--- src/rtl/ccd_emu_pkg.sv ---
// Shared definitions for the linear-CCD + AFE emulator.
// Holds pattern encodings, FSM states and TCD1209D line geometry defaults.
// Also provides the PRBS16 next-state helper used by the pattern generator.
package ccd_emu_pkg;

  typedef enum logic [1:0] {
    PAT_RAMP  = 2'd0,
    PAT_CONST = 2'd1,
    PAT_ALT   = 2'd2,
    PAT_PRBS  = 2'd3
  } pat_e;

  typedef enum logic [1:0] {
    IDLE  = 2'd0,
    INTEG = 2'd1,
    READ  = 2'd2,
    DONE  = 2'd3
  } state_e;

  // TCD1209D line geometry; the total matches the driver's f_cnt.
  localparam int TCD_PIX_NUM     = 2048;
  localparam int TCD_DUMMY_LEAD  = 32;
  localparam int TCD_DUMMY_TRAIL = 22;
  localparam int TCD_TOTAL       = TCD_DUMMY_LEAD + TCD_PIX_NUM + TCD_DUMMY_TRAIL;

  // Fibonacci LFSR, x^16+x^14+x^13+x^11+1, shifting right; taps land on bits 0,2,3,5.
  function automatic logic [15:0] lfsr_next(input logic [15:0] s);
    return {s[0] ^ s[2] ^ s[3] ^ s[5], s[15:1]};
  endfunction

endpackage

--- src/rtl/ccd_pattern_gen.sv ---
// Active-pixel test pattern source (ramp / constant / alternating / PRBS16).
// Latency: combinational from pix_idx to pix_val; pattern and LFSR are registered.
// Backpressure: none; the LFSR advances only when step is asserted.
// Ports: pattern_sel/const_val select the pattern, pix_idx is the active pixel
// offset, step advances the PRBS, reload latches pattern_sel and reseeds the LFSR.
module ccd_pattern_gen
  import ccd_emu_pkg::*;
#(
  parameter int              D_WIDTH   = 12,
  parameter int              IDX_W     = 12,
  parameter logic [15:0]     LFSR_SEED = 16'hACE1
) (
  input  logic               clk,
  input  logic               resetn,
  input  logic [1:0]         pattern_sel,
  input  logic [D_WIDTH-1:0] const_val,
  input  logic [IDX_W-1:0]   pix_idx,
  input  logic               step,
  input  logic               reload,
  output logic [D_WIDTH-1:0] pix_val
);

  pat_e        pat_q;
  logic [15:0] lfsr_q;

  // Pattern is frozen for the whole line so a mid-line change waits for the next line.
  always_ff @(posedge clk or negedge resetn) begin
    if (!resetn) begin
      pat_q  <= PAT_RAMP;
      lfsr_q <= LFSR_SEED;
    end else if (reload) begin
      pat_q  <= pat_e'(pattern_sel);
      lfsr_q <= LFSR_SEED;
    end else if (step) begin
      lfsr_q <= lfsr_next(lfsr_q);
    end
  end

  always_comb begin
    pix_val = D_WIDTH'(pix_idx);
    case (pat_q)
      PAT_RAMP:  pix_val = D_WIDTH'(pix_idx);
      PAT_CONST: pix_val = const_val;
      PAT_ALT:   pix_val = pix_idx[0] ? ~const_val : const_val;
      PAT_PRBS:  pix_val = lfsr_q[D_WIDTH-1:0];
      default:   pix_val = D_WIDTH'(pix_idx);
    endcase
  end

endmodule

--- src/rtl/ccd_line_emulator.sv ---
// Linear CCD + AFE emulator answering the TCD1209D driver's sh/f1 with pixel words.
// Latency: data_out/pix_valid register one clk after an f1 rise is seen on the pin.
// Backpressure: none; each accepted f1 rise yields exactly one word, sh rise wins ties.
// Ports: sh/f1 from the driver; pattern_sel/const_val choose the test pattern;
// data_out/pix_valid feed DATA_IN; line_start/line_done/short_line/overrun are
// single-cycle status pulses; line_cnt counts completed lines.
module ccd_line_emulator
  import ccd_emu_pkg::*;
#(
  parameter int                  D_WIDTH     = 12,
  parameter int                  PIX_NUM     = TCD_PIX_NUM,
  parameter int                  DUMMY_LEAD  = TCD_DUMMY_LEAD,
  parameter int                  DUMMY_TRAIL = TCD_DUMMY_TRAIL,
  parameter logic [D_WIDTH-1:0]  DARK_LEVEL  = 'h040,
  parameter logic [15:0]         LFSR_SEED   = 16'hACE1
) (
  input  logic               clk,
  input  logic               resetn,
  input  logic               sh,
  input  logic               f1,
  input  logic [1:0]         pattern_sel,
  input  logic [D_WIDTH-1:0] const_val,
  output logic [D_WIDTH-1:0] data_out,
  output logic               pix_valid,
  output logic               line_start,
  output logic               line_done,
  output logic               short_line,
  output logic               overrun,
  output logic [15:0]        line_cnt
);

  localparam int TOTAL = DUMMY_LEAD + PIX_NUM + DUMMY_TRAIL;
  localparam int IDX_W = $clog2(TOTAL);

  state_e             state;
  logic [IDX_W-1:0]   idx;
  logic               sh_d, f1_d;
  logic               sh_rise, sh_fall, f1_rise;
  logic               is_active, is_last, step;
  logic [IDX_W-1:0]   pix_idx;
  logic [D_WIDTH-1:0] pat_val;

  // Inputs share our clock, so a single register suffices for edge detection.
  assign sh_rise = sh & ~sh_d;
  assign sh_fall = ~sh & sh_d;
  assign f1_rise = f1 & ~f1_d;

  assign is_active = (idx >= IDX_W'(DUMMY_LEAD)) && (idx < IDX_W'(DUMMY_LEAD + PIX_NUM));
  assign is_last   = (idx == IDX_W'(TOTAL - 1));
  assign pix_idx   = idx - IDX_W'(DUMMY_LEAD);
  assign step      = (state == READ) && f1_rise && !sh_rise && is_active;

  ccd_pattern_gen #(
    .D_WIDTH  (D_WIDTH),
    .IDX_W    (IDX_W),
    .LFSR_SEED(LFSR_SEED)
  ) u_pattern_gen (
    .clk        (clk),
    .resetn     (resetn),
    .pattern_sel(pattern_sel),
    .const_val  (const_val),
    .pix_idx    (pix_idx),
    .step       (step),
    .reload     (sh_rise),
    .pix_val    (pat_val)
  );

  always_ff @(posedge clk or negedge resetn) begin
    if (!resetn) begin
      // Edge history resets high so a level already high at release is not an edge.
      sh_d       <= 1'b1;
      f1_d       <= 1'b1;
      state      <= IDLE;
      idx        <= '0;
      data_out   <= '0;
      pix_valid  <= 1'b0;
      line_start <= 1'b0;
      line_done  <= 1'b0;
      short_line <= 1'b0;
      overrun    <= 1'b0;
      line_cnt   <= '0;
    end else begin
      sh_d       <= sh;
      f1_d       <= f1;
      pix_valid  <= 1'b0;
      line_start <= 1'b0;
      line_done  <= 1'b0;
      short_line <= 1'b0;
      overrun    <= 1'b0;
      if (sh_rise) begin
        // A new shift gate restarts the line from any state; a coincident f1 edge is dropped.
        state      <= INTEG;
        idx        <= '0;
        line_start <= 1'b1;
        short_line <= (state == READ);
      end else begin
        case (state)
          INTEG: if (sh_fall) state <= READ;
          READ: if (f1_rise) begin
            data_out  <= is_active ? pat_val : DARK_LEVEL;
            pix_valid <= 1'b1;
            if (is_last) begin
              line_done <= 1'b1;
              line_cnt  <= line_cnt + 16'd1;
              state     <= DONE;
            end else begin
              idx <= idx + IDX_W'(1);
            end
          end
          DONE: if (f1_rise) begin
            data_out  <= DARK_LEVEL;
            pix_valid <= 1'b1;
            overrun   <= 1'b1;
          end
          default: ;
        endcase
      end
    end
  end

endmodule

--- config.mk ---
export PLATFORM = sky130hd
export DESIGN_NAME = ccd_line_emulator
export DESIGN_NICKNAME = d
export VERILOG_FILES = /design/src/rtl/ccd_emu_pkg.sv /design/src/rtl/ccd_pattern_gen.sv /design/src/rtl/ccd_line_emulator.sv
export SDC_FILE = /design/constraint.sdc
export NUM_CORES = 1
export LEC_CHECK = 0
export ABC_AREA = 1
export BUFFER_PORTS_ARGS = -buffer_cell sky130_fd_sc_hd__buf_4
export CAP_MARGIN = 0
export CORE_MARGIN = 5
export CORE_UTILIZATION = 42
export DETAILED_ROUTE_END_ITERATION = 8
export SYNTH_ARGS = -nofsm -noshare
export SYNTH_HDL_FRONTEND = slang
export SYNTH_SLANG_ARGS = --single-unit
--- constraint.sdc ---
create_clock -name clk -period 1.8 [get_ports clk]
set_input_delay 0.18 -clock clk [delete_from_list [all_inputs] [get_ports clk]]
set_output_delay 0.18 -clock clk [all_outputs]
set_load 0.01 [all_outputs]
# Yosys cells after proc, flatten, opt, wreduce, memory -nomap -nowiden

Cells that the tools add are included.

Output and inout bits: 33
Flip-flop bits (word level): 67
Input port bits: 18
Logic and storage cells: 86

$lt $le $gt $ge: 2
Bitwise logic cells: 11
Reductions and logical operators: 16
$add $sub $neg: 3
Multiplexer cells: 28
Eq/ne operators: 13

Operator list:

| cell                    | number |
|---|---|
| $mux W12                | 8 |
| $pmux W12 S4            | 1 |
| $mux W16                | 2 |
| $pmux W12 S2            | 1 |
| $add A16 B1 Y16 const B | 1 |
| $add A12 B1 Y12 const B | 1 |
| $eq A12 B12 Y1 const B  | 1 |
| $ge A12 B6 Y1 const B   | 1 |
| $lt A12 B12 Y1 const B  | 1 |
| $not A12 Y12            | 1 |
| $reduce_and A4 Y1       | 3 |
| $sub A12 B6 Y12 const B | 1 |
| $mux W1                 | 11 |
| $ne A3 B3 Y1 const B    | 3 |
| $eq A2 B2 Y1 const B    | 4 |
| $mux W2                 | 4 |
| $reduce_bool A2 Y1      | 4 |
| $ne A2 B2 Y1 const B    | 3 |
| $eq A2 B1 Y1 const B    | 2 |
| $logic_and A1 B1 Y1     | 4 |
| $not A1 Y1              | 4 |
| $pmux W2 S2             | 1 |
| $and A1 B1 Y1           | 3 |
| $reduce_and A3 Y1       | 1 |
| other kinds (5)         | 7 |

# Logic depth before layout (Yosys ltp)

Depth in word-level cells: 7
Depth in mapped cells: 11
Depth with buffers taken out: 10

# By module

Synthesis repeated with hierarchy kept, for this count alone.

Cell total of the unflattened synthesis: 567
Area total of the unflattened synthesis: 4,195.3 µm²

Modules (own cells, without submodules):

| module            | instances | cells each | area an instance (µm²) |
|---|---|---|---|
| ccd_line_emulator | 1         | 390        | 2,955.3 |
| ccd_pattern_gen   | 1         | 177        | 1,239.9 |

# Worst setup path after synthesis

Ideal clock, no wire load.

Path type: register to register
Start: register sh_d
End: register u_pattern_gen.lfsr_q[12]
Arrival: 1,584 ps
Clock period less this slack: 1,702 ps
Cell stages (with the launch flop): 11
Library setup time: 118 ps
Setup slack: 98 ps
Required time: 1,682 ps
Cell sequence: dfstp_2 inv_1 ha_1 inv_1 buf_2 nand2_2 nor2_4 nand2_2 buf_4 nand3_1 nand2_1

Longest elaborated chain between the ends: 6
Elaborated cells on any way between the ends: 7

Ends and longest elaborated chain:

| item                                | line                    | source |
|---|---|---|
| start, declared                     | ccd_line_emulator.sv:37 | `logic sh_d, f1_d;` |
| start signal, assigned              | ccd_line_emulator.sv:83 | `sh_d <= sh;` |
| $not A1 Y1 (*)                      | ccd_line_emulator.sv:44 | `assign sh_rise = sh & ~sh_d;` |
| $and A1 B1 Y1 (*)                   | ccd_line_emulator.sv:44 |  |
| net sh_rise                         | ccd_line_emulator.sv:38 | `logic sh_rise, sh_fall, f1_rise;` |
| $logic_not A1 Y1                    | ccd_line_emulator.sv:51 | `assign step = (state == READ) && f1_rise && !sh_rise && is_active;` |
| $logic_and A1 B1 Y1 (2 in series)   | ccd_line_emulator.sv:51 |  |
| $reduce_bool A2 Y1 (no source line) | n/a                     |  |
| end signal, assigned                | ccd_pattern_gen.sv:35   | `lfsr_q <= lfsr_next(lfsr_q);` |
| end, declared                       | ccd_pattern_gen.sv:24   | `logic [15:0] lfsr_q;` |

Mark *: on every way through the listed nets, which the timed path passes. The rest lies on a longest branch.
A chain may end at the register's enable or synchronous reset.

# Final worst setup path

Start: register idx[5]
End: register data_out[9]

Longest elaborated chain between the ends: 5
Elaborated cells on any way between the ends: 8

Ends and longest elaborated chain:

| item                                                | line                                           | source |
|---|---|---|
| start, declared                                     | ccd_line_emulator.sv:36                        | `logic [IDX_W-1:0] idx;` |
| start signal, assigned                              | ccd_line_emulator.sv:107                       | `idx <= idx + IDX_W'(1);` |
| $sub A12 B6 Y12 (tied with other cells)             | ccd_line_emulator.sv:50                        | `assign pix_idx = idx - IDX_W'(DUMMY_LEAD);` |
| $pmux W12 S4 or $logic_and A1 B1 Y1 (tied branches) | ccd_pattern_gen.sv:41, ccd_line_emulator.sv:48 |  |
| $mux W12 (*)                                        | ccd_line_emulator.sv:100                       | `data_out <= is_active ? pat_val : DARK_LEVEL;` |
| $mux W12 (*)                                        | ccd_line_emulator.sv:99                        | `READ: if (f1_rise) begin` |
| $pmux W12 S2 (*)                                    | ccd_line_emulator.sv:97                        | `case (state)` |
| end signal, assigned                                | ccd_line_emulator.sv:100                       |  |
| end, declared                                       | ccd_line_emulator.sv:23                        | `output logic [D_WIDTH-1:0] data_out,` |

Every way passes the cells marked *; elsewhere a longest branch is shown, timed or not. The select of a mux whose other input is x is not followed.

==> reports/metrics.cfg <==
[sta]
skew_ns = 0.0140
tightest_slew_ns = 0.524
setup_tns_ns = 0
final_hold_viol_count = 0
layout_min_cycle_time_ns = 1.68
rsz0062_at_grt = no
fmax_ghz = 0.595
setup_violations = 0
slew-limit-headroom_pct = 65.1
final.setup.worst_slack_ns = 0.120
finalMaxSlewViolations = 0
finalCritPeriodShare_pct = 93.4

[clock_tree]
cts_setup_buffers = 0
cts_root_buf = clkbuf_8
cts-buffers-inserted = 9
clk_path_buf_depth = 2
clk_latency_ns = 0.35
path_clk_slew_ns = 0.09
cts_max_level = 3
tritoncts = yes
clock-sinks = 67

[critical_path]
cp-end-kind = register
path_common_cell = nor2_1
arrival_ns = 1.90
crit_start = idx[5]
crit_path_start_kind = register
rr_worst_depth = 7
r2r_end = data_out[9]
cp.required_ns = 2.02
slowest_delay_ns = 0.46
cp_max_fo = 6
rrSetupSlack_ns = 0.12
slowest_stage = dfrtp_1
path_cells = inv_2 -> ha_1 -> inv_1 -> nor2_1 -> nor2_1 -> o21ai_0 -> o21ai_1
critPathKind = register to register
r2r_start = idx[5]

[yosys]
synth.avg_cell_area_um2 = 7.43
synth_cell_types = 34
synth_area_um2 = 3960
synthCells = 533
ys_seq_elements = 67
yosysWarningCount = 0
synthArstFlopShare_pct = 100
synth_edf_count = 0
synth_top_area_share_pct = 36.0
yosysSeqAreaShare_pct = 42.7
synth_flop_cell = dfrtp_1
ys_top_cells_by_area = dfrtp_1 (36%), nand2_1 (17%), dfstp_2 (6.6%)
syn_nets = 558
synth_top_area_cell = dfrtp_1

[placed_design]
place_ws_ns = 0.104
place_hpwl_um = 8010
place_area_um2 = 4520
io_buffer_count = 50
gp_congestion = 0.898

[die]
core_um2 = 9200
die_w_um = 107
ioPinCount = 51
rows = 35
die_y_um = 107
dieArea_um2 = 11500
start_util_pct = 43.1

[pwr]
ir_drop_uv = 408
p_per_area_nw_per_um2 = 833
power_mw = 4.00
p_leak_nw = 2.41

[global_route]
antenna_found_initial = 0
grt.total_usage_pct = 19.4
grt_first_pass_wirelength_um = 17600
overflow = 0
grt_start_max_net_pins = 38
grt_pass1_vias = 3614

[drt]
ant_nets = 0
drt-initial-drc-count = 194
first_pass_iters = 4
drt_wl_total_um = 10600
vias = 3682
drcViolationCount = 0
wl_per_cell_um = 14.8
viasPerCell = 5.16

[worst_hold_path]
hp-start = pattern_sel[1]
min_to = u_pattern_gen.pat_q[1]
hold_path_depth = 3
hold_class = input port to register

[final_layout]
multi_input_area_um2 = 2000
diodes = 0
final_core_util_pct = 52.1
fill_cells = 918
area_growth_pct = 21.1
final_layout_size_suffix_gt1_share_pct = 21.4
ff_latch_area_um2 = 1690
nets = 622
final_area_um2 = 4800

[run]
max_cap_violations = 0

[outcome]
status = finished, final reports clean

[repair_timing]
action / in CTS / in global routing
endpoints found under the setup margin: 0 / 34
resized for setup: 0 / 9
hold buffers: 3 / 0
hold endpoints to repair: 35 / 0
[power breakdown]
group          leakage [nW]  internal, mW  switching [mW]
logic                  1.46         0.325           0.547
registers             0.842          1.60           0.103
clock network         0.110         0.790           0.632
[placed cells by master (no fill, tap or decap), types with 4 or more instances in the layout]
cell type,count
o21ai_0,28
nand4_1,18
clkbuf_8,9
inv_1,40
dfstp_2,10
nor2_2,4
ha_1,7
a21oi_1,5
nor2_1,47
xor2_1,10
nor3_1,9
nand3_1,47
or2_2,8
buf_4,64
inv_2,6
xnor2_1,11
o21ai_1,8
nand2_1,176
dfrtp_1,56
[layout make-up]
class                      count  share of cell area, %
timing repair buffer          70                   11.7
sequential                    67                   35.2
inverter                      48                   3.84
clock inverter                 7                   2.06
multi-input combinational    401                   41.7
tap                          111                   2.90
clock buffer                   9                   2.58
[cell usage after synthesis (7+ instances only)]
master and n:
or2_2 8, dfstp_2 10, nor2_1 48, o21ai_0 28, o21ai_1 8, nand3_1 48
xor2_1 10, dfrtp_1 57, xnor2_1 11, nand2_1 176, nor3_1 9, nand4_1 18
ha_1 7, inv_1 42
[routing by layer]
layer | vias to the layer above | routed length, um | global-route usage, %
met5 | - | 0 | 0
met4 | 0 | 350 | 8.40
met3 | 27 | 346 | 3.91
met2 | 84 | 5160 | 32.8
met1 | 1722 | 4720 | 24.0
li1 | 1849 | - | -
[worst max path at each step]
stage | endpoint | slack [ns] | cells after the start
floorplan | u_pattern_gen.lfsr_q[12] | 0.1 | 10
global placement | data_out[9] | 0.13 | 7
detailed placement | data_out[9] | 0.10 | 7
CTS | data_out[9] | 0.07 | 7
global route | data_out[9] | 0.005 | 7
finish | data_out[9] | 0.12 | 7
[sequential cells by signal, indices dropped and copies added (netlist names)]
signal / count
line_done: 1
state: 2
u_pattern_gen.pat_q: 2
sh_d: 1
line_start: 1
data_out: 12
pix_valid: 1
line_cnt: 16
idx: 12
u_pattern_gen.lfsr_q: 16
overrun: 1
f1_d: 1
short_line: 1
[worst max-delay path: cells and delay by family (launching register included)]
kind	cells	cell delay (ns)
AOI/OAI and AO/OA	2	0.42
buffers and inverters	2	0.17
adders and majority gates	1	0.17
and+or+nand+nor	2	0.33
DFF	1	0.46
[through the flow]
step / cells / hold slack, ns
after floorplan: 533 / -0.116
after global placement: 694 / 0.191
after detailed placement: 694 / 0.196
after CTS: 713 / 0.0226
after global routing: 713 / 0.0137
final: 713 / 0.0346
[cells by family after synthesis]
kind of cell	share of synthesized area, %
AND/OR/NAND/NOR	36.1
flip-flops	42.7
buffers and inverters	7.20
AO/OA/AOI/OAI	7.20
XOR/XNOR	4.64
adder cells (fa/ha/maj)	2.21
(Power assumes the default switching activity.)
